===== src/rtl/cp0_int_ctrl.sv =====
// cp0_int_ctrl
// Decides when the pipeline must take an interrupt, based on the CP0 Status
// register, the Cause software-interrupt bits and the hardware interrupt pins.
// The asynchronous pins are synchronised, and the resulting pending bits are
// also returned to Cause.IP[7:2]. A request is held until the commit stage
// acknowledges it or the request is masked away.
//
// Ports
//   clk              system clock, rising edge
//   rst              asynchronous, active-high reset
//   ext_int[5:0]     asynchronous hardware interrupt pins, level, active-high
//   timer_int        Count==Compare level, synchronous to clk
//   cp0_Status_data  Status register (IE=bit0, EXL=bit1, IM=bits[15:8])
//   cause_ip_sw[1:0] Cause.IP[1:0] software interrupts
//   int_ack          commit stage took the interrupt this cycle (pulse)
//   eret_op          ERET committed this cycle (pulse)
//   cause_ip_hw[5:0] synchronised hardware pending bits for Cause.IP[7:2]
//   int_req          interrupt request to the commit stage
//   int_num[2:0]     highest-priority pending, enabled interrupt index
//
// State | meaning
// IDLE  | no request; waiting for an enabled, pending interrupt
// REQ   | int_req asserted; winner index re-evaluated every cycle
// BLOCK | interrupt taken; request held off until EXL shows up or ERET
module cp0_int_ctrl #(
    parameter int SYNC_STAGES = 2,
    parameter bit TIMER_OR_EN = 1'b1
) (
    input  logic        clk,
    input  logic        rst,
    input  logic [5:0]  ext_int,
    input  logic        timer_int,
    input  logic [31:0] cp0_Status_data,
    input  logic [1:0]  cause_ip_sw,
    input  logic        int_ack,
    input  logic        eret_op,
    output logic [5:0]  cause_ip_hw,
    output logic        int_req,
    output logic [2:0]  int_num
);

    typedef enum logic [1:0] {
        IDLE  = 2'd0,
        REQ   = 2'd1,
        BLOCK = 2'd2
    } state_t;

    state_t state_q, state_d;
    logic [SYNC_STAGES-1:0][5:0] sync_q;
    logic [2:0] num_q, num_d;
    logic [2:0] win;
    logic       timer_bit;
    logic       st_ie, st_exl;
    logic [7:0] st_im;
    logic [5:0] hw_pend;
    logic [7:0] pend;
    logic [7:0] enabled;
    logic       unused_status;

    assign st_ie  = cp0_Status_data[0];
    assign st_exl = cp0_Status_data[1];
    assign st_im  = cp0_Status_data[15:8];
    assign unused_status = ^{cp0_Status_data[31:16], cp0_Status_data[7:2]};

    assign timer_bit = TIMER_OR_EN ? timer_int : 1'b0;

    // The timer is already synchronous, so it is folded into the last stage of
    // line 5 only; that keeps cause_ip_hw a pure register output while the
    // pin path still sees SYNC_STAGES flops.
    always_ff @(posedge clk or posedge rst) begin
        if (rst) begin
            sync_q <= '0;
        end else begin
            sync_q[0] <= ext_int;
            for (int i = 1; i < SYNC_STAGES; i++) begin
                sync_q[i] <= sync_q[i-1];
            end
            sync_q[SYNC_STAGES-1][5] <= sync_q[SYNC_STAGES-2][5] | timer_bit;
        end
    end

    assign cause_ip_hw = sync_q[SYNC_STAGES-1];

    // The live timer level is ORed in here as well so a timer interrupt
    // reaches int_req one cycle after it rises.
    assign hw_pend = {sync_q[SYNC_STAGES-1][5] | timer_bit, sync_q[SYNC_STAGES-1][4:0]};
    assign pend    = {hw_pend, cause_ip_sw};
    assign enabled = pend & st_im & {8{st_ie & ~st_exl}};

    // Highest set index wins.
    always_comb begin
        win = 3'd0;
        for (int i = 0; i < 8; i++) begin
            if (enabled[i]) begin
                win = 3'(i);
            end
        end
    end

    always_ff @(posedge clk or posedge rst) begin
        if (rst) begin
            state_q <= IDLE;
            num_q   <= 3'd0;
        end else begin
            state_q <= state_d;
            num_q   <= num_d;
        end
    end

    always_comb begin
        state_d = state_q;
        num_d   = num_q;
        case (state_q)
            IDLE: begin
                if (enabled != 8'd0) begin
                    state_d = REQ;
                    num_d   = win;
                end
            end
            REQ: begin
                // An ack completes the handshake even if the source vanished
                // in the same cycle.
                if (int_ack) begin
                    state_d = BLOCK;
                end else if (enabled == 8'd0) begin
                    state_d = IDLE;
                end else begin
                    num_d = win;
                end
            end
            BLOCK: begin
                if (st_exl || eret_op) begin
                    state_d = IDLE;
                end
            end
            default: begin
                state_d = IDLE;
            end
        endcase
    end

    assign int_req = (state_q == REQ);
    assign int_num = num_q;

endmodule


===== config.mk =====
export PLATFORM = sky130hd
export DESIGN_NAME = cp0_int_ctrl
export DESIGN_NICKNAME = d
export VERILOG_FILES = /design/src/rtl/cp0_int_ctrl.sv
export SDC_FILE = /design/constraint.sdc
export NUM_CORES = 1
export LEC_CHECK = 0
export CAP_MARGIN = 10
export CORE_MARGIN = 1
export CORE_UTILIZATION = 35
export DETAILED_ROUTE_END_ITERATION = 16
export GPL_ROUTABILITY_DRIVEN = 0
export GPL_TIMING_DRIVEN = 0
export PLACE_DENSITY = 0.83
export SKIP_CTS_REPAIR_TIMING = 1
export SLEW_MARGIN = 20
export SYNTH_ARGS = -nofsm -noshare
export SYNTH_HDL_FRONTEND = slang
export SYNTH_SLANG_ARGS = --single-unit

===== constraint.sdc =====
create_clock -name clk -period 2.1 [get_ports clk]
set_input_delay 0.525 -clock clk [delete_from_list [all_inputs] [get_ports clk]]
set_output_delay 0.525 -clock clk [all_outputs]
set_load 0.02 [all_outputs]

==> impl_metrics.py, run 1 <==
metrics = {
    "yosys": {
        "synth_simple_gate_area_share_pct": 14.70,
        "synth_area_per_cell_um2": 12.84,
        "async_reset_ff_share_pct": 100.0,
        "yosys_warnings": 0,
        "yosys.area_share.xor_xnor_pct": 0,
        "synth_edf_count": 0,
        "ys_seq_area_share_pct": 58.12,
        "synth_fa_ha_area_share_pct": 0,
        "ys_types": 23,
        "syn_inst": 57,
        "synth-compound-area-share_pct": 17.95,
        "synth_ff_type": "dfrtp_1",
        "yosys-top-cells-area": "dfrtp_1 (58%), buf_4 (6.2%), a22o_1 (4.8%)",
        "synth.top_cell.area_share_pct": 58.12,
        "ys_top_cells_by_count": "dfrtp_1 (17), nand2_1 (9), buf_4 (6)",
        "synth_mux_area_share_pct": 2.051,
        "yosysMostFrequentCell": "dfrtp_1",
        "synth_nets": 102,
        "ys_ff_latch": 17,
        "syn-cell-area_um2": 732.0,
        "synth_area_leader_cell": "dfrtp_1",
        "synth_top_family_by_area": "compound AO/OA/AOI/OAI gates",
    },
    "final_layout": {
        "fill_cells": 184,
        "finish.utilization_pct": 56.89,
        "fin_nets": 139,
        "drive_gt1_share_pct": 20.43,
        "seqCellArea_um2": 425.4,
        "areaGrowthSynthToFinish_pct": 52.48,
        "n_antenna_cell": 0,
        "multi_input_area_um2": 254.0,
    },
    "setup_path": {
        "startpoint_type": "register",
        "timing.rr.start": "cause_ip_hw[1]$_DFF_PP0_",
        "crit_family": "buffers and inverters",
        "crit_chain": "nor2b_1 -> clkdlybuf4s50_1",
        "r2r_cells": 5,
        "crit_buf_inv": 1,
        "critical_path_class": "reg2out",
        "cp_slowest_stage_delay_ns": 0.61,
        "critPathRequiredTime_ns": 1.57,
        "cp_slowest_cell": "clkdlybuf4s50_1",
        "r2r_slack_ns": 0.66,
        "path_max_fanout": 4,
        "worstSetupEndpointType": "output pin",
        "r2r-end": "int_num[0]$_DFFE_PP0P_",
        "arrival_ns": 1.46,
    },
    "floorplan": {
        "start_util_pct": 37.31,
        "design.core.area_mm2": 0.001962,
        "dieHeight_um": 47.73,
        "row_count": 16,
        "io_pins": 55,
        "die_w_um": 47.73,
        "dieArea_mm2": 0.002278,
    },
    "power_and_ir_drop": {
        "max-vdd-ir-drop_uv": 675.5,
        "power_density_mw_per_mm2": 698.7,
        "leakage_nw": 0.4832,
        "power_mw": 0.7799,
    },
    "drt": {
        "avgRoutedWirePerCell_um": 12.63,
        "routed_via_density": 4.617,
        "dr.first_iter.drc_count": 5,
        "drt_wl_total_um": 1516,
        "drt_pre_antenna_iters": 3,
        "vias": 554,
        "postRouteAntennaNets": 0,
        "drc": 0,
    },
    "global_routing": {
        "antenna_found_initial": 0,
        "grt_pass1_vias": 498,
        "track_usage_pct": 13.88,
        "grt_max_degree": 18,
        "grt_overflow": 0,
        "grt_pass1_wl_um": 2070,
    },
    "job": {
        "maxCapViolCount": 0,
    },
    "run_status": {
        "status": "complete, no violations",
    },
    "sta": {
        "final-hold-violation-count": 0,
        "clock_skew_ns": 0.001454,
        "slew_headroom_pct": 59.45,
        "post-route-period-util_pct": 94.76,
        "setup_viol": 0,
        "rsz0062_at_grt": "false",
        "worstMarginPinSlew_ns": 0.6076,
        "fin_crit_ns": 1.990,
        "drv_slew": 0,
        "max_freq_mhz": 502.5,
    },
    "clocking": {
        "cts_tree": "done",
        "clk_path_buf_depth": 2,
        "htree_levels": 1,
        "numCtsBuffers": 3,
        "clk_pin_slew_worst_paths_ns": 0.10,
        "cts.sinks": 17,
        "clockRootBuffer": "clkbuf_4",
        "insertion_delay_ns": 0.29,
    },
    "place": {
        "hpwl_um": 1216,
        "io_buffers": 32,
    },
    "worst_hold_path": {
        "holdPathStages": 0,
        "hold_start": "sync_q[3]$_DFF_PP0_",
        "whs_endpoint": "cause_ip_hw[3]$_DFF_PP0_",
        "hold_path.class": "reg2reg",
    },
}
## final cells by class
type / instances / area share [%]
clock buffers: 3 / 2.018
plain buffers: 6 / 4.036
well taps: 27 / 3.027
clock inverters: 1 / 0.6726
flip-flops and latches: 17 / 38.12
repair buffers: 32 / 28.70
multi-input cells: 32 / 22.76
inverters: 2 / 0.6726
## stage by stage
stage	hold WS, ns	setup TNS (ns)	cells	setup slack [ns]	area, um^2
finish	0.3601	0	120	0.1101	1116
global route	0.3739	0	120	0.05775	1116
CTS	0.3661	0	120	0.1163	1116
detailed placement	0.3425	-0.03350	116	-0.03350	1086
global placement	0.3318	-0.006437	116	-0.006437	1086
floorplan	0.3312	0	57	0.5409	732.0
## metal layers
layer  up-vias  GRT usage, %  routed length [um]
li1        261             -                   -
met5         -             0                   0
met1       269         16.19                 647
met4         0         1.667                   0
met2        24         23.78                 760
met3         0         6.792                 108
## worst register-to-register path: cells and delay by family (launching register included)
family           cells  cell delay (ns)
AO/OA/AOI/OAI        2             0.46
flip-flops           1             0.40
multiplexers         1             0.29
AND/OR/NAND/NOR      2             0.18
## state kept, by name (all words and copies together), names as in the netlist
signal / cells
cause_ip_hw: 6
int_num: 3
state_q: 2
sync_q: 6
## logic make-up after synthesis
| logic type | Yosys count |
|---|---|
| DFF | 17 |
| muxes | 1 |
| AOI/OAI and AO/OA | 14 |
| and+or+nand+nor | 17 |
| buffers and inverters | 8 |
## cells in the final DEF (no fill, tap or decap), types with 2 or more instances in the layout
cell,n
clkdlybuf4s50_1,32
dfrtp_1,17
nand2_1,9
buf_4,6
a22o_1,4
clkbuf_4,3
o21ai_0,2
inv_1,2
## worst max-delay path by stage
stage | from | endpoint | slack (ns) | cells after the start
finish | state_q[0]$_DFFE_PP0P_ | int_req | 0.11 | 2
floorplan | cp0_Status_data[0] | int_num[0]$_DFFE_PP0P_ | 0.54 | 5
CTS | state_q[0]$_DFFE_PP0P_ | int_req | 0.12 | 2
detailed placement | cp0_Status_data[1] | int_num[0]$_DFFE_PP0P_ | -0.03 | 6
global placement | cp0_Status_data[0] | int_num[0]$_DFFE_PP0P_ | -0.006 | 6
global route | state_q[0]$_DFFE_PP0P_ | int_req | 0.06 | 2
## report_power, final
| part | total, mW | internal, mW | switching (mW) |
|---|---|---|---|
| clock | 0.176 | 0.0723 | 0.104 |
| combinational | 0.218 | 0.128 | 0.0896 |
| sequential | 0.385 | 0.361 | 0.0240 |
| total | 0.780 | 0.562 | 0.218 |
(Power assumes the default switching activity.)
==> run 2: changes to the inputs <==
--- a/config.mk
+++ b/config.mk
@@ -15,3 +15,2 @@
 export SKIP_CTS_REPAIR_TIMING = 1
-export SLEW_MARGIN = 20
 export SYNTH_ARGS = -nofsm -noshare
==> constraint.sdc (replaced) <==
create_clock -name clk -period 2.1 [get_ports clk]
set_input_delay 0.42 -clock clk [delete_from_list [all_inputs] [get_ports clk]]
set_output_delay 0.42 -clock clk [all_outputs]
set_load 0.02 [all_outputs]
==> results of run 2 <==
The final DEF is identical to that of run 1. Status: complete, no violations.
Main changes from that run: setup slack after placement -0.03350 ns -> 0.07150 ns; setup slack after layout 0.1101 ns -> 0.2151 ns
